$ cat src/rtl/id_ex_reg_if.sv
// riscv_pkg: shared decode-control and E-stage bundle types.
// id_ex_if: D->E pipeline register bus (decode-side inputs, E-stage outputs,
// stall/flush controls and the bubble counter).
package riscv_pkg;

    typedef struct packed {
        logic       reg_write;
        logic [1:0] result_src;
        logic       mem_write;
        logic       jump;
        logic       branch;
        logic       alu_src;
        logic [1:0] imm_src;
    } ctrl_s;

    typedef struct packed {
        logic        valid;
        ctrl_s       ctrl;
        logic [1:0]  alu_op;
        logic [2:0]  funct3;
        logic        funct7b5;
        logic [31:0] rd1;
        logic [31:0] rd2;
        logic [31:0] imm_ext;
        logic [31:0] pc;
        logic [31:0] pc_plus4;
        logic [4:0]  rs1;
        logic [4:0]  rs2;
        logic [4:0]  rd;
    } stage_s;

endpackage

interface id_ex_if;
    import riscv_pkg::*;

    logic        stall_e;
    logic        flush_e;

    logic        valid_d;
    ctrl_s       ctrl_d;
    logic [1:0]  alu_op_d;
    logic [2:0]  funct3_d;
    logic        funct7b5_d;
    logic [31:0] rd1_d, rd2_d, imm_ext_d, pc_d, pc_plus4_d;
    logic [4:0]  rs1_d, rs2_d, rd_d;

    logic        valid_e;
    ctrl_s       ctrl_e;
    logic [1:0]  alu_op_e;
    logic [2:0]  funct3_e;
    logic        funct7b5_e;
    logic [31:0] rd1_e, rd2_e, imm_ext_e, pc_e, pc_plus4_e;
    logic [4:0]  rs1_e, rs2_e, rd_e;

    logic [31:0] bubble_cnt;

    modport master (
        output stall_e, flush_e,
        output valid_d, ctrl_d, alu_op_d, funct3_d, funct7b5_d,
        output rd1_d, rd2_d, imm_ext_d, pc_d, pc_plus4_d, rs1_d, rs2_d, rd_d,
        input  valid_e, ctrl_e, alu_op_e, funct3_e, funct7b5_e,
        input  rd1_e, rd2_e, imm_ext_e, pc_e, pc_plus4_e, rs1_e, rs2_e, rd_e,
        input  bubble_cnt
    );

    modport slave (
        input  stall_e, flush_e,
        input  valid_d, ctrl_d, alu_op_d, funct3_d, funct7b5_d,
        input  rd1_d, rd2_d, imm_ext_d, pc_d, pc_plus4_d, rs1_d, rs2_d, rd_d,
        output valid_e, ctrl_e, alu_op_e, funct3_e, funct7b5_e,
        output rd1_e, rd2_e, imm_ext_e, pc_e, pc_plus4_e, rs1_e, rs2_e, rd_e,
        output bubble_cnt
    );

endinterface

$ cat src/rtl/id_ex_reg.sv
// id_ex_reg: decode-to-execute pipeline register.
// Priority per edge: rst > flush_e > stall_e > load. A flush or reset loads
// an all-zero bubble so no register write, memory write, branch, jump or
// forwarding/hazard match can come from the slot. An invalid decode slot
// loads with its control fields zeroed. Outputs are straight flop outputs.
// Optional bubble counter enabled by defining ID_EX_PERF_EN; otherwise
// bubble_cnt is tied to 0 and no counter flops exist.
module id_ex_reg
    import riscv_pkg::*;
(
    input logic     clk,
    input logic     rst,
    id_ex_if.slave  bus
);

    stage_s d;
    stage_s e_q;

    assign d = '{
        valid:    bus.valid_d,
        ctrl:     bus.ctrl_d,
        alu_op:   bus.alu_op_d,
        funct3:   bus.funct3_d,
        funct7b5: bus.funct7b5_d,
        rd1:      bus.rd1_d,
        rd2:      bus.rd2_d,
        imm_ext:  bus.imm_ext_d,
        pc:       bus.pc_d,
        pc_plus4: bus.pc_plus4_d,
        rs1:      bus.rs1_d,
        rs2:      bus.rs2_d,
        rd:       bus.rd_d
    };

    // Stage register: bubble on reset/flush, hold on stall, else load with
    // side-effecting control squashed for invalid slots.
    always_ff @(posedge clk) begin
        if (rst || bus.flush_e) begin
            e_q <= '0;
        end else if (!bus.stall_e) begin
            e_q <= d;
            if (!bus.valid_d) begin
                e_q.ctrl   <= '0;
                e_q.alu_op <= '0;
            end
        end
    end

    assign bus.valid_e    = e_q.valid;
    assign bus.ctrl_e     = e_q.ctrl;
    assign bus.alu_op_e   = e_q.alu_op;
    assign bus.funct3_e   = e_q.funct3;
    assign bus.funct7b5_e = e_q.funct7b5;
    assign bus.rd1_e      = e_q.rd1;
    assign bus.rd2_e      = e_q.rd2;
    assign bus.imm_ext_e  = e_q.imm_ext;
    assign bus.pc_e       = e_q.pc;
    assign bus.pc_plus4_e = e_q.pc_plus4;
    assign bus.rs1_e      = e_q.rs1;
    assign bus.rs2_e      = e_q.rs2;
    assign bus.rd_e       = e_q.rd;

`ifdef ID_EX_PERF_EN
    logic [31:0] bubble_q;
    logic        valid_nxt;

    // Value valid_e will take after this edge (reset handled in the counter).
    always_comb begin
        valid_nxt = bus.valid_d;
        if (bus.flush_e)      valid_nxt = 1'b0;
        else if (bus.stall_e) valid_nxt = e_q.valid;
    end

    // Count cycles that leave a bubble in E; saturate instead of wrapping.
    always_ff @(posedge clk) begin
        if (rst) begin
            bubble_q <= '0;
        end else if (!valid_nxt && (bubble_q != 32'hFFFF_FFFF)) begin
            bubble_q <= bubble_q + 32'd1;
        end
    end

    assign bus.bubble_cnt = bubble_q;
`else
    assign bus.bubble_cnt = '0;
`endif

endmodule

$ cat src/flat_wrapper.sv
// flat-port wrapper written by rule: the top's interface ports become plain ports
module id_ex_reg_flat import riscv_pkg::*;
  (clk, rst, bus_stall_e, bus_flush_e, bus_valid_d, bus_ctrl_d, bus_alu_op_d, bus_funct3_d, bus_funct7b5_d, bus_rd1_d, bus_rd2_d, bus_imm_ext_d, bus_pc_d, bus_pc_plus4_d, bus_rs1_d, bus_rs2_d, bus_rd_d, bus_valid_e, bus_ctrl_e, bus_alu_op_e, bus_funct3_e, bus_funct7b5_e, bus_rd1_e, bus_rd2_e, bus_imm_ext_e, bus_pc_e, bus_pc_plus4_e, bus_rs1_e, bus_rs2_e, bus_rd_e, bus_bubble_cnt);
  id_ex_if bus_i ();
  input logic clk;
  input logic rst;
  input wire logic [$bits(bus_i.stall_e)-1:0] bus_stall_e;
  input wire logic [$bits(bus_i.flush_e)-1:0] bus_flush_e;
  input wire logic [$bits(bus_i.valid_d)-1:0] bus_valid_d;
  input wire logic [$bits(bus_i.ctrl_d)-1:0] bus_ctrl_d;
  input wire logic [$bits(bus_i.alu_op_d)-1:0] bus_alu_op_d;
  input wire logic [$bits(bus_i.funct3_d)-1:0] bus_funct3_d;
  input wire logic [$bits(bus_i.funct7b5_d)-1:0] bus_funct7b5_d;
  input wire logic [$bits(bus_i.rd1_d)-1:0] bus_rd1_d;
  input wire logic [$bits(bus_i.rd2_d)-1:0] bus_rd2_d;
  input wire logic [$bits(bus_i.imm_ext_d)-1:0] bus_imm_ext_d;
  input wire logic [$bits(bus_i.pc_d)-1:0] bus_pc_d;
  input wire logic [$bits(bus_i.pc_plus4_d)-1:0] bus_pc_plus4_d;
  input wire logic [$bits(bus_i.rs1_d)-1:0] bus_rs1_d;
  input wire logic [$bits(bus_i.rs2_d)-1:0] bus_rs2_d;
  input wire logic [$bits(bus_i.rd_d)-1:0] bus_rd_d;
  output wire logic [$bits(bus_i.valid_e)-1:0] bus_valid_e;
  output wire logic [$bits(bus_i.ctrl_e)-1:0] bus_ctrl_e;
  output wire logic [$bits(bus_i.alu_op_e)-1:0] bus_alu_op_e;
  output wire logic [$bits(bus_i.funct3_e)-1:0] bus_funct3_e;
  output wire logic [$bits(bus_i.funct7b5_e)-1:0] bus_funct7b5_e;
  output wire logic [$bits(bus_i.rd1_e)-1:0] bus_rd1_e;
  output wire logic [$bits(bus_i.rd2_e)-1:0] bus_rd2_e;
  output wire logic [$bits(bus_i.imm_ext_e)-1:0] bus_imm_ext_e;
  output wire logic [$bits(bus_i.pc_e)-1:0] bus_pc_e;
  output wire logic [$bits(bus_i.pc_plus4_e)-1:0] bus_pc_plus4_e;
  output wire logic [$bits(bus_i.rs1_e)-1:0] bus_rs1_e;
  output wire logic [$bits(bus_i.rs2_e)-1:0] bus_rs2_e;
  output wire logic [$bits(bus_i.rd_e)-1:0] bus_rd_e;
  output wire logic [$bits(bus_i.bubble_cnt)-1:0] bus_bubble_cnt;
  assign bus_i.stall_e = bus_stall_e;
  assign bus_i.flush_e = bus_flush_e;
  assign bus_i.valid_d = bus_valid_d;
  assign bus_i.ctrl_d = bus_ctrl_d;
  assign bus_i.alu_op_d = bus_alu_op_d;
  assign bus_i.funct3_d = bus_funct3_d;
  assign bus_i.funct7b5_d = bus_funct7b5_d;
  assign bus_i.rd1_d = bus_rd1_d;
  assign bus_i.rd2_d = bus_rd2_d;
  assign bus_i.imm_ext_d = bus_imm_ext_d;
  assign bus_i.pc_d = bus_pc_d;
  assign bus_i.pc_plus4_d = bus_pc_plus4_d;
  assign bus_i.rs1_d = bus_rs1_d;
  assign bus_i.rs2_d = bus_rs2_d;
  assign bus_i.rd_d = bus_rd_d;
  assign bus_valid_e = bus_i.valid_e;
  assign bus_ctrl_e = bus_i.ctrl_e;
  assign bus_alu_op_e = bus_i.alu_op_e;
  assign bus_funct3_e = bus_i.funct3_e;
  assign bus_funct7b5_e = bus_i.funct7b5_e;
  assign bus_rd1_e = bus_i.rd1_e;
  assign bus_rd2_e = bus_i.rd2_e;
  assign bus_imm_ext_e = bus_i.imm_ext_e;
  assign bus_pc_e = bus_i.pc_e;
  assign bus_pc_plus4_e = bus_i.pc_plus4_e;
  assign bus_rs1_e = bus_i.rs1_e;
  assign bus_rs2_e = bus_i.rs2_e;
  assign bus_rd_e = bus_i.rd_e;
  assign bus_bubble_cnt = bus_i.bubble_cnt;
  id_ex_reg u_core (.clk(clk), .rst(rst), .bus(bus_i));
endmodule
$ cat config.mk
export PLATFORM = sky130hd
export DESIGN_NAME = id_ex_reg_flat
export DESIGN_NICKNAME = d
export VERILOG_FILES = /design/src/rtl/id_ex_reg_if.sv /design/src/rtl/id_ex_reg.sv /design/src/flat_wrapper.sv
export SDC_FILE = /design/constraint.sdc
export NUM_CORES = 1
export LEC_CHECK = 0
export ABC_AREA = 1
export BUFFER_PORTS_ARGS = -buffer_cell sky130_fd_sc_hd__buf_2
export CORE_AREA = 2 2 162 164
export CTS_CLUSTER_SIZE = 30
export DETAILED_ROUTE_END_ITERATION = 10
export DIE_AREA = 0 0 164 166
export PLACE_DENSITY = 0.57
export SYNTH_ARGS = -nofsm -noshare
export SYNTH_HDL_FRONTEND = slang
export SYNTH_SLANG_ARGS = --single-unit
$ cat constraint.sdc
create_clock -name clk -period 2.2 [get_ports clk]
set_input_delay 0.44 -clock clk [delete_from_list [all_inputs] [get_ports clk]]
set_output_delay 0.44 -clock clk [all_outputs]
set_load 0.02 [all_outputs]
Yosys cells after proc, flatten, opt, wreduce, memory -nomap -nowiden
Index checks and enable logic that the tools add are counted.

Reduce and logical (&&, ||, !) cells: 1. Multiplexer cells: 1.

Operator list (count): 11-bit 2-to-1 mux (1); 1-bit logical OR (1).

Input bits: 195. Output and inout bits: 223. Bits in registers: 191.

Logic depth before layout (Yosys ltp)
Gate-level depths: netlist of the first run.

Depth in word-level cells: 1. Gate-level depth with buffers: 5. Mapped depth without buffers: 3.

Worst setup path before layout of the first run
No wires, ideal clock.

Path kind: input to register. Start: in bus_flush_e. End: reg u_core.e_q, in the netlist u_core.bus.alu_op_e[0]. Setup slack: 1.065 ns. Arrival time: 1.065 ns. Cell stages on the path: 4. Path buffers: 2. Cell sequence: or2_4 > buf_6 > buf_8 > a21oi_1.

Cells in the longest elaborated chain, start to end: 1.

Ends and longest elaborated chain: start, declared (line flat_wrapper.sv:8) `input wire logic [$bits(bus_i.flush_e)-1:0] bus_flush_e;`; 1-bit logical OR (line id_ex_reg.sv:38) `if (rst || bus.flush_e) begin`; end, declared (line id_ex_reg.sv:17) `stage_s e_q;`.

No other way between the ends. A chain may end at the register's enable or synchronous reset.

Worst setup path after layout of the first run
Start: reg u_core.e_q, in the netlist u_core.bus.rd2_e[23]. End: out bus_rd2_e[23].

RTL lines: end, declared (line flat_wrapper.sv:28) `output wire logic [$bits(bus_i.rd2_e)-1:0] bus_rd2_e;`.

No word-level cell between the ends.

==> summary.txt, run 1 <==
RUN STATUS
--------------------------------------------------------------------------------
Result of the run .................................................    completed

FLOORPLANNING
--------------------------------------------------------------------------------
Die Footprint .....................................................  27200 sq um
Y dimension of the die ............................................  166 microns
Effective utilization at floorplan ................................        0.272
Total I/O pin count ...............................................          418
Die boundary width ................................................  164 microns
Number of placement rows ..........................................           59
Area of the core ..................................................  25600 sq um

PLACEMENT
--------------------------------------------------------------------------------
Final HPWL DP .....................................................      13.9 mm
Number of buffer cells added on primary ports .....................          385
Routability-driven placement congestion ratio .....................        0.780

TIMING
--------------------------------------------------------------------------------
RSZ-0062 raised after global routing ..............................        false
Worst-Margin Slew .................................................       897 ps
Final critical delay including setup and external delays ..........      1460 ps
Final setup violating endpoints ...................................            0
Sum of negative setup slack .......................................         0 ps
Rel. slew slack ...................................................        0.402
Maximum clock frequency ...........................................      686 MHz
Share of the clock period used by the worst path ..................        0.662
Pins Over Slew Limit ..............................................            0
Total count of hold-check failures in the final report ............            0
Setup clock skew after layout .....................................         0 ps

DETAILED ROUTING
--------------------------------------------------------------------------------
Count of TritonRoute iterations in the first routing pass .........            4
DRT antenna net count .............................................            0
DRC violation count after routing .................................            0
Vias per cell .....................................................         4.25
Routed WL .........................................................      20.6 mm
Starting DRT DRC Count ............................................          398
Via count .........................................................         6620
Drt wl/cell ....................................................... 13.2 microns

SYNTHESIS
--------------------------------------------------------------------------------
Top cells by area in the synthesized netlist ...................... sky130_fd_sc_hd__dfxtp_1 55%, sky130_fd_sc_hd__nand2_1 20%, sky130_fd_sc_hd__a21oi_1 14%
Leading cell types by count after synthesis ....................... 371 x sky130_fd_sc_hd__nand2_1, 191 x sky130_fd_sc_hd__a21oi_1, 191 x sky130_fd_sc_hd__dfxtp_1
Yosys Warn Count ..................................................            0
Post-synth top area share .........................................        0.548
Synthesized area per cell .........................................   8.08 sq um
Post-synthesis cell type with the largest combined area ........... sky130_fd_sc_hd__dfxtp_1
Post-synth ARST share .............................................            0
Predominant post-synthesis flop cell .............................. sky130_fd_sc_hd__dfxtp_1
Share of the yosys chip area belonging to registers ...............        0.548
Cell Area, Synth ..................................................   6970 sq um
Register bit count reported by yosys ..............................          191
Top-count cell post-synth ......................................... sky130_fd_sc_hd__nand2_1
Number of synthesized flops with an enable pin ....................            0
Library cells used by synthesis ...................................           12
Synthesized instance count ........................................          863

SETUP PATH
--------------------------------------------------------------------------------
Data required time of the critical path ...........................      1760 ps
Critical-path cell with the highest stage delay ................... sky130_fd_sc_hd__dfxtp_1
R2r endpoint ...................................................... u_core.bus.rd2_e[23]$_SDFFE_PP0N_
Crit end category .................................................  output port
Worst path top cell family by delay ...............................   flip-flops
Largest fanout of any net on the critical path ....................            2
R2R Path Start .................................................... u_core.bus.rd2_e[23]$_SDFFE_PP0N_
Worst-case reg-to-reg path depth ..................................            2
Type of origin of the critical path ...............................    flip-flop
Count of cell instances traversed by the critical path ............            1
Data arrival time of the worst path ...............................      1020 ps
Delay of the slowest cell on the worst path .......................       400 ps
Buf/Inv on CP .....................................................            1
Slack of the worst reg-to-reg path ................................      1520 ps
Critical path, cell by cell .......................................        buf_2
CP Class ..........................................................   reg -> out

WORST HOLD PATH
--------------------------------------------------------------------------------
Hold Path Sink .................................................... u_core.bus.imm_ext_e[8]$_SDFFE_PP0N_
Worst hold path stage count .......................................            3
Min-delay src ..................................................... bus_imm_ext_d[8]
Class of the tightest hold or removal check .......................    in -> reg

FINISH
--------------------------------------------------------------------------------
Synth-to-Final Area Change ........................................        34.7%
Share of post-route cells with drive strength above 1 .............        0.347
Antenna cells .....................................................            0
Sequential cell area ..............................................   3820 sq um
Share of the core filled with cells in the final layout ...........        0.367
Number of nets in the layout ......................................         1405
Multi-input logic area ............................................   2530 sq um
Final-layout fill cell count ......................................         2762

POWER
--------------------------------------------------------------------------------
Pwr dens ..........................................................  786 nW/um^2
Peak supply drop ..................................................   0.000377 V
Cell leakage power ................................................      4.48 nW

FLOW RUN
--------------------------------------------------------------------------------
Count of max-cap constraint violations ............................            0

CLOCK NETWORK
--------------------------------------------------------------------------------
Clk Tree Root Cell ................................................ sky130_fd_sc_hd__clkbuf_16
Num Clock Sinks ...................................................          191
Number of gates given a new drive strength after cts ..............            0
Clock transition at path regs .....................................        80 ps
# hold bufs at CTS ................................................            0
Total clock buffers created by CTS ................................           17
Clock tree from TritonCTS .........................................          yes
Latest clock arrival within the worst-skew pair ...................       420 ps
Maximum count of clock buffers along a single path ................            2
Htree depth .......................................................            4
Post-CTS Setup Inserts ............................................            0

GLOBAL ROUTING
--------------------------------------------------------------------------------
Number of antenna violations at the first check in global routing .            0
Global-route usage over all layers ................................        0.146
Via count of the first global-routing pass ........................         6255
Global-route congestion overflow total ............................            0
Pin count of the biggest net entering global routing ..............          192
First-pass GRT wire length ........................................      32.0 mm

## stage by stage
| stage | power (W) | instance area, sq um | std cells | hold slack, ps | worst slack [ps] |
|---|---|---|---|---|---|
| CTS | 0.00752 | 9390 | 1558 | 232 | 704 |
| global placement | 0.00453 | 8850 | 1526 | 441 | 639 |
| floorplan | 0.00425 | 7090 | 894 | 533 | 1070 |
| global route | 0.00775 | 9390 | 1558 | 233 | 695 |
| finish | 0.00738 | 9390 | 1558 | 254 | 743 |
| detailed placement | 0.00454 | 8850 | 1526 | 452 | 613 |
## registers in the layout, indices dropped and copies added, names as in the netlist
register / cells
u_core.bus.imm_ext_e: 32
u_core.bus.funct3_e: 3
u_core.bus.valid_e: 1
u_core.bus.pc_plus4_e: 32
u_core.bus.pc_e: 32
u_core.bus.rs2_e: 5
u_core.bus.alu_op_e: 2
u_core.bus.rd2_e: 32
u_core.bus.rd1_e: 32
u_core.bus.funct7b5_e: 1
u_core.bus.ctrl_e: 9
u_core.bus.rd_e: 5
u_core.bus.rs1_e: 5
## power breakdown
| group | internal, W | total, W | switching, W |
|---|---|---|---|
| Sequential | 0.00356 | 0.00361 | 0.0000500 |
| Clock | 0.00148 | 0.00293 | 0.00145 |
| Combinational | 0.000300 | 0.000834 | 0.000533 |
| Total | 0.00535 | 0.00738 | 0.00203 |
## placed cells by master, fill, tap and decap left out, types with 2 or more instances in the layout
cell and n:
sky130_fd_sc_hd__a21oi_1 191, sky130_fd_sc_hd__clkbuf_1 3, sky130_fd_sc_hd__nand3_1 11, sky130_fd_sc_hd__buf_12 6
sky130_fd_sc_hd__conb_1 32, sky130_fd_sc_hd__buf_4 2, sky130_fd_sc_hd__buf_2 384, sky130_fd_sc_hd__inv_6 3
sky130_fd_sc_hd__clkinvlp_4 6, sky130_fd_sc_hd__nand2_1 371, sky130_fd_sc_hd__inv_8 3, sky130_fd_sc_hd__dfxtp_1 191
sky130_fd_sc_hd__clkbuf_16 17
## per-layer routing
metal  global-route usage  part of all wire  vias up
met1                0.170              0.43     2961
met5                    0                 0        -
li1                     -                 -     3383
met2                0.253              0.47      259
met3               0.0480             0.083       17
met4               0.0408             0.015        0
## worst max-delay path by stage
stage / slack, ps / endpoint / from
finish: 740 / bus_rd2_e[23] / u_core.bus.rd2_e[23]$_SDFFE_PP0N_
global route: 700 / bus_rd2_e[23] / u_core.bus.rd2_e[23]$_SDFFE_PP0N_
CTS: 700 / bus_rd2_e[23] / u_core.bus.rd2_e[23]$_SDFFE_PP0N_
detailed placement: 610 / u_core.bus.rd1_e[23]$_SDFFE_PP0N_ / bus_flush_e
global placement: 640 / u_core.bus.pc_plus4_e[22]$_SDFFE_PP0N_ / rst
floorplan: 1070 / u_core.bus.alu_op_e[0]$_SDFFE_PP0N_ / bus_flush_e
## tightest hold or removal path, delay by kind of cell
family / cells / cell delay, ps
AO/OA/AOI/OAI: 1 / 50
buffers and inverters: 1 / 90
AND/OR/NAND/NOR: 1 / 50
## kinds of logic after synthesis
group	Yosys count	synth area share
AND/OR/NAND/NOR	383	0.209
other	1	0.000538
buffers and inverters	97	0.105
AO/OA/AOI/OAI	191	0.137
flip-flops	191	0.548
## layout make-up
cell class                 instances  area share
clock buffer                      20      0.0465
clock inverter                    12      0.0112
inverter                           1    0.000932
multi-input combinational        606       0.270
sequential                       191       0.407
tap                              335      0.0446
timing repair buffer             393       0.220
Power figures use the tool's default switching activity.
==> inputs of run 2 (changes only) <==
--- a/config.mk
+++ b/config.mk
@@ -7,11 +7,11 @@
 export LEC_CHECK = 0
 export ABC_AREA = 1
 export BUFFER_PORTS_ARGS = -buffer_cell sky130_fd_sc_hd__buf_2
-export CORE_AREA = 2 2 162 164
+export CORE_AREA = 2 2 163 165
 export CTS_CLUSTER_SIZE = 30
 export DETAILED_ROUTE_END_ITERATION = 10
-export DIE_AREA = 0 0 164 166
-export PLACE_DENSITY = 0.57
+export DIE_AREA = 0 0 165 167
+export PLACE_DENSITY = 0.58
 export SYNTH_ARGS = -nofsm -noshare
 export SYNTH_HDL_FRONTEND = slang
 export SYNTH_SLANG_ARGS = --single-unit
==> constraint.sdc (replaced) <==
create_clock -name clk -period 1.19 [get_ports clk]
set_input_delay 0.238 -clock clk [delete_from_list [all_inputs] [get_ports clk]]
set_output_delay 0.238 -clock clk [all_outputs]
set_load 0.02 [all_outputs]
==> run 2 against run 1 <==
Net effect: clock-buffer cell count fell by 2; critical path depth did not move; core utilization rose by 3.6 points; die area rose by 1.2%; clock skew did not move; largest cell class unchanged; largest power group unchanged; power rose by 93%; sequential power rose by 86%; design area rose by 10%.
==> summary.txt, run 2 (synthesized netlist as in run 1, its figures left out) <==
PLACEMENT
-------------------------------------------------------------------------------------
Final HPWL DP ..........................................................      15.2 mm
Area of placed instances ...............................................   8990 sq um
Routability-driven placement congestion ratio ..........................        0.772
Number of buffer cells added on primary ports ..........................          385
Worst-case setup slack after placement .................................      19.6 ps

DETAILED ROUTING
-------------------------------------------------------------------------------------
DRT antenna net count ..................................................            0
Routed WL ..............................................................      21.8 mm
Starting DRT DRC Count .................................................          376
Count of TritonRoute iterations in the first routing pass ..............            4
Via count ..............................................................         6811
Vias per cell ..........................................................         4.33
DRC violation count after routing ......................................            0
Drt wl/cell ............................................................ 13.9 microns

SETUP PATH
-------------------------------------------------------------------------------------
Data arrival time of the worst path ....................................       930 ps
R2r endpoint ........................................................... u_core.bus.pc_e[8]$_SDFFE_PP0N_
R2R Path Start ......................................................... u_core.bus.pc_e[8]$_SDFFE_PP0N_
Data required time of the critical path ................................       950 ps
Type of origin of the critical path ....................................    flip-flop
Count of cell instances traversed by the critical path .................            1
Critical Path Source ................................................... u_core.bus.rd1_e[26]$_SDFFE_PP0N_
Buf/Inv on CP ..........................................................            1
CP Class ...............................................................   reg -> out
Capturing element of the worst setup path .............................. bus_rd1_e[26]
Worst-case reg-to-reg path depth .......................................            2
Largest fanout of any net on the critical path .........................            2
Slack of the worst reg-to-reg path .....................................       550 ps
Critical-path cell with the highest stage delay ........................ sky130_fd_sc_hd__dfxtp_2
Worst path top cell family by delay ....................................   flip-flops
Critical path, cell by cell ............................................        buf_6
Crit end category ......................................................  output port
Delay of the slowest cell on the worst path ............................       370 ps

FLOORPLANNING
-------------------------------------------------------------------------------------
Area of the core .......................................................  25800 sq um
Die boundary width .....................................................  165 microns
Total I/O pin count ....................................................          418
Effective utilization at floorplan .....................................        0.271
Number of placement rows ...............................................           59
Die Footprint ..........................................................  27600 sq um
Y dimension of the die .................................................  167 microns

FINISH
-------------------------------------------------------------------------------------
Area of all placed cells without fillers ...............................  10400 sq um
Share of post-route cells with drive strength above 1 ..................        0.460
Share of the core filled with cells in the final layout ................        0.402
Final-layout fill cell count ...........................................         2678
Most frequent standard cell in the layout excluding fill and tap cells . sky130_fd_sc_hd__nand2_1
Most frequent cells in the layout ...................................... 371 x sky130_fd_sc_hd__nand2_1, 199 x sky130_fd_sc_hd__buf_2, 191 x sky130_fd_sc_hd__a21oi_1
Synth-to-Final Area Change .............................................        48.6%
Number of nets in the layout ...........................................         1417

TIMING
-------------------------------------------------------------------------------------
Final setup violating endpoints ........................................            0
Final critical delay including setup and external delays ...............      1170 ps
Sum of negative setup slack ............................................         0 ps
Worst path setup slack after routing ...................................      23.4 ps
Worst hold margin ......................................................      31.7 ps
Share of the clock period used by the worst path .......................        0.980
Maximum clock frequency ................................................      857 MHz
Pins Over Slew Limit ...................................................            0
Setup clock skew after layout ..........................................         0 ps
Total count of hold-check failures in the final report .................            0
RSZ-0062 raised after global routing ...................................         true

RUN STATUS
-------------------------------------------------------------------------------------
Result of the run ......................................................    completed

CLOCK NETWORK
-------------------------------------------------------------------------------------
Latest clock arrival within the worst-skew pair ........................       430 ps
Total clock buffers created by CTS .....................................           17
Htree depth ............................................................            4
Clock tree from TritonCTS ..............................................          yes
Post-CTS Setup Inserts .................................................            0
Maximum count of clock buffers along a single path .....................            2
Clk Tree Root Cell ..................................................... sky130_fd_sc_hd__clkbuf_16
Num Clock Sinks ........................................................          191
Clock transition at path regs ..........................................        90 ps

WORST HOLD PATH
-------------------------------------------------------------------------------------
Class of the tightest hold or removal check ............................    in -> reg

GLOBAL ROUTING
-------------------------------------------------------------------------------------
Number of antenna violations at the first check in global routing ......            3
Global-route congestion overflow total .................................            0
Global-route usage over all layers .....................................        0.149
Via count of the first global-routing pass .............................         6316
Pin count of the biggest net entering global routing ...................           76
First-pass GRT wire length .............................................      32.4 mm

FLOW RUN
-------------------------------------------------------------------------------------
Count of max-cap constraint violations .................................            0

POWER
-------------------------------------------------------------------------------------
Peak supply drop .......................................................   0.000696 V
Cell leakage power .....................................................      4.69 nW
Pwr dens ............................................................... 1370 nW/um^2

## run 2: cell type report
cell class | count | area (sq um) | share of cell area
antenna | 2 | 5.00 | 0.000483
clock buffer | 18 | 439 | 0.0424
clock inverter | 14 | 159 | 0.0153
inverter | 1 | 8.76 | 0.000845
multi-input combinational | 606 | 2530 | 0.244
sequential | 191 | 3990 | 0.385
tap | 335 | 419 | 0.0404
timing repair buffer | 405 | 2810 | 0.271
## run 2: worst min path at each step
stage,start,end,slack (ps),cells past startpoint
floorplan,bus_funct3_d[0],u_core.bus.funct3_e[0]$_SDFFE_PP0N_,380,2
global placement,u_core.bus.rd_e[2]$_SDFFE_PP0N_,u_core.bus.rd_e[2]$_SDFFE_PP0N_,440,2
detailed placement,u_core.bus.rd_e[2]$_SDFFE_PP0N_,u_core.bus.rd_e[2]$_SDFFE_PP0N_,450,2
CTS,bus_imm_ext_d[21],u_core.bus.imm_ext_e[21]$_SDFFE_PP0N_,10,3
global route,bus_rd1_d[23],u_core.bus.rd1_e[23]$_SDFFE_PP0N_,10,3
finish,bus_rd1_d[16],u_core.bus.rd1_e[16]$_SDFFE_PP0N_,30,3
## run 2: power breakdown
part | internal [W] | total (W) | leakage, nW | switching [W]
sequential | 0.00661 | 0.00672 | 1.61 | 0.000112
clock | 0.00289 | 0.00580 | 0.295 | 0.00290
combinational | 0.000723 | 0.00173 | 2.79 | 0.00101
## run 2: layer usage
metal  up-vias  GRT usage  share of wire
met5         -          0        0.00050
met3        34     0.0531          0.089
met1      3069      0.167           0.40
li1       3415          -              -
met2       291      0.254           0.49
met4         2     0.0624          0.026
## run 2: metrics by stage
| step | power, W | cells |
|---|---|---|
| 6_report | 0.0142 | 1572 |
| 3_3_place_gp | 0.00843 | 1538 |
| 2_1_floorplan | 0.00786 | 894 |
| 3_5_place_dp | 0.00844 | 1538 |
| 5_1_grt | 0.0149 | 1572 |
| 4_1_cts | 0.0144 | 1570 |
## run 2: timing repair
item,4_1_cts,5_1_grt
resized for setup,138,216
hold buffers,0,0
endpoints found under the hold margin,0,0
endpoints found under the setup margin,112,170
==> inputs of run 3 (changes only) <==
--- a/config.mk
+++ b/config.mk
@@ -7,11 +7,11 @@
 export LEC_CHECK = 0
 export ABC_AREA = 1
 export BUFFER_PORTS_ARGS = -buffer_cell sky130_fd_sc_hd__buf_2
-export CORE_AREA = 2 2 163 165
+export CORE_AREA = 2 2 162 164
 export CTS_CLUSTER_SIZE = 30
 export DETAILED_ROUTE_END_ITERATION = 10
-export DIE_AREA = 0 0 165 167
-export PLACE_DENSITY = 0.58
+export DIE_AREA = 0 0 164 166
+export PLACE_DENSITY = 0.57
 export SYNTH_ARGS = -nofsm -noshare
 export SYNTH_HDL_FRONTEND = slang
 export SYNTH_SLANG_ARGS = --single-unit
==> constraint.sdc (replaced) <==
create_clock -name clk -period 1.4 [get_ports clk]
set_input_delay 0.28 -clock clk [delete_from_list [all_inputs] [get_ports clk]]
set_output_delay 0.28 -clock clk [all_outputs]
set_load 0.02 [all_outputs]
==> run 3 against run 2 <==
Net effect: setup slack improved by 140 ps; wire length fell by 3.6%; via count fell by 2.3%; design area fell by 8.3%; sequential power fell by 15%; power fell by 17%; critical path type unchanged; largest cell class unchanged.
==> summary.txt, run 3 (synthesized netlist as in run 1, its figures left out) <==
RUN STATUS
-------------------------------------------------------------------------------------
Result of the run ......................................................    completed

GLOBAL ROUTING
-------------------------------------------------------------------------------------
Global-route usage over all layers .....................................        0.144
Pin count of the biggest net entering global routing ...................           83
First-pass GRT wire length .............................................      31.5 mm
Number of antenna violations at the first check in global routing ......            1
Global-route congestion overflow total .................................            0
Via count of the first global-routing pass .............................         6090

SETUP PATH
-------------------------------------------------------------------------------------
Type of origin of the critical path ....................................    flip-flop
Count of cell instances traversed by the critical path .................            1
Crit end category ......................................................  output port
Critical path, cell by cell ............................................        buf_2
Largest fanout of any net on the critical path .........................            2
Data required time of the critical path ................................      1120 ps
Buf/Inv on CP ..........................................................            1
Critical-path cell with the highest stage delay ........................ sky130_fd_sc_hd__dfxtp_1
Data arrival time of the worst path ....................................       950 ps
Delay of the slowest cell on the worst path ............................       330 ps
Worst-case reg-to-reg path depth .......................................            2
Worst path top cell family by delay ....................................   flip-flops
CP Class ...............................................................   reg -> out

TIMING
-------------------------------------------------------------------------------------
Maximum clock frequency ................................................      811 MHz
RSZ-0062 raised after global routing ...................................        false
Pins Over Slew Limit ...................................................            0
Sum of negative setup slack ............................................         0 ps
Setup clock skew after layout ..........................................         0 ps
Total count of hold-check failures in the final report .................            0
Worst path setup slack after routing ...................................       167 ps
Final setup violating endpoints ........................................            0
Final critical delay including setup and external delays ...............      1230 ps
Share of the clock period used by the worst path .......................        0.880

POWER
-------------------------------------------------------------------------------------
Pwr dens ............................................................... 1240 nW/um^2
Cell leakage power .....................................................      4.54 nW
Peak supply drop .......................................................   0.000568 V

PLACEMENT
-------------------------------------------------------------------------------------
Routability-driven placement congestion ratio ..........................        0.768
Number of buffer cells added on primary ports ..........................          385
Final HPWL DP ..........................................................      14.7 mm
Placed Cells incl. Taps ................................................         1532
Worst-case setup slack after placement .................................       153 ps

DETAILED ROUTING
-------------------------------------------------------------------------------------
Top layer reached by signal wires ......................................         met4
DRC violation count after routing ......................................            0
Starting DRT DRC Count .................................................          306
Via count ..............................................................         6651
Drt wl/cell ............................................................ 13.4 microns
Met2 Routed Length .....................................................      10.1 mm
Routed WL ..............................................................      21.0 mm
Vias per cell ..........................................................         4.25
Met3 wirelength from detailed routing ..................................      1.81 mm
Count of TritonRoute iterations in the first routing pass ..............            5
DRT antenna net count ..................................................            0
DRT met1 WL ............................................................      8.74 mm

FINISH
-------------------------------------------------------------------------------------
Share of post-route cells with drive strength above 1 ..................        0.350
Most frequent cells in the layout ...................................... 384 x sky130_fd_sc_hd__buf_2, 371 x sky130_fd_sc_hd__nand2_1, 191 x sky130_fd_sc_hd__a21oi_1, 191 x sky130_fd_sc_hd__dfxtp_1, 32 x sky130_fd_sc_hd__conb_1
Number of standard cells in the final layout excluding fillers .........         1565
Multi-input logic area .................................................   2530 sq um
Final-layout fill cell count ...........................................         2765
Most frequent standard cell in the layout excluding fill and tap cells . sky130_fd_sc_hd__buf_2
Synth-to-Final Area Change .............................................        36.3%
Sequential cell area ...................................................   3820 sq um
Number of nets in the layout ...........................................         1411

CLOCK NETWORK
-------------------------------------------------------------------------------------
# hold bufs at CTS .....................................................            0
Clock tree from TritonCTS ..............................................          yes
Number of gates given a new drive strength after cts ...................            0
Post-CTS Setup Inserts .................................................            0
Clk Tree Root Cell ..................................................... sky130_fd_sc_hd__clkbuf_16
Htree depth ............................................................            4
Latest clock arrival within the worst-skew pair ........................       420 ps
Maximum count of clock buffers along a single path .....................            2
Total clock buffers created by CTS .....................................           17
Clock transition at path regs ..........................................        80 ps
Num Clock Sinks ........................................................          191

FLOW RUN
-------------------------------------------------------------------------------------
Count of max-cap constraint violations .................................            0

WORST HOLD PATH
-------------------------------------------------------------------------------------
Worst hold path stage count ............................................            3
Class of the tightest hold or removal check ............................    in -> reg

FLOORPLANNING
-------------------------------------------------------------------------------------
Area of the core .......................................................  25600 sq um
Die Footprint ..........................................................  27200 sq um
Die boundary width .....................................................  164 microns
Total I/O pin count ....................................................          418
Y dimension of the die .................................................  166 microns
Effective utilization at floorplan .....................................        0.272
Number of placement rows ...............................................           59

-- run 3: cell types whose count changed in the layout (fill, tap and decap cells not counted), sizes merged --
cell / before / now
clkinvlp: 0 / 4
bufinv: 0 / 1
buf: 405 / 399
clkinv: 6 / 3
inv: 9 / 5
clkbuf: 18 / 20
diode: 2 / 1
-- run 3: metal layers --
metal  up-vias  GRT usage
li1       3395          -
met1      2986      0.166
met2       256      0.253
met3        14     0.0487
met4         0     0.0404
met5         -          0
-- run 3: final cells by class --
| class | instances | area share |
|---|---|---|
| Inverter | 1 | 0.000921 |
| Antenna cell | 1 | 0.000263 |
| Multi-Input combinational cell | 606 | 0.266 |
| Timing Repair Buffer | 399 | 0.226 |
| Sequential cell | 191 | 0.402 |
| Tap cell | 335 | 0.0441 |
| Clock buffer | 20 | 0.0459 |
| Clock inverter | 12 | 0.0138 |
-- run 3: final timing paths --
| check | slack [ps] | startpoint | to |
|---|---|---|---|
| setup / recovery | 170 | u_core.bus.ctrl_e[8]$_SDFFE_PP0N_ | bus_ctrl_e[8] |
| hold / removal | 90 | bus_rd1_d[28] | u_core.bus.rd1_e[28]$_SDFFE_PP0N_ |
| setup reg to reg | 770 | u_core.bus.rd2_e[3]$_SDFFE_PP0N_ | u_core.bus.rd2_e[3]$_SDFFE_PP0N_ |
| hold reg to reg | 460 | u_core.bus.rd_e[2]$_SDFFE_PP0N_ | u_core.bus.rd_e[2]$_SDFFE_PP0N_ |
-- run 3: where the power goes --
group / internal (W) / leakage (nW) / switching (W)
clock: 0.00252 / 0.264 / 0.00228
combinational: 0.000493 / 2.72 / 0.000853
sequential: 0.00560 / 1.56 / 0.0000775
-- run 3: metrics by stage --
step / util / power, W / cell area (sq um) / hold slack [ps]
final: 0.371 / 0.0118 / 9510 / 93.2
after global routing: 0.371 / 0.0124 / 9510 / 70.4
after CTS: 0.371 / 0.0120 / 9500 / 70.7
after detailed placement: 0.349 / 0.00717 / 8930 / 448
after global placement: 0.349 / 0.00716 / 8930 / 446
after floorplan: - / 0.00668 / 7090 / 421
-- run 3: tightest hold or removal path: stages --
cell and delay, ps:
sky130_fd_sc_hd__buf_2 90, sky130_fd_sc_hd__nand2_1 50, sky130_fd_sc_hd__a21oi_1 50
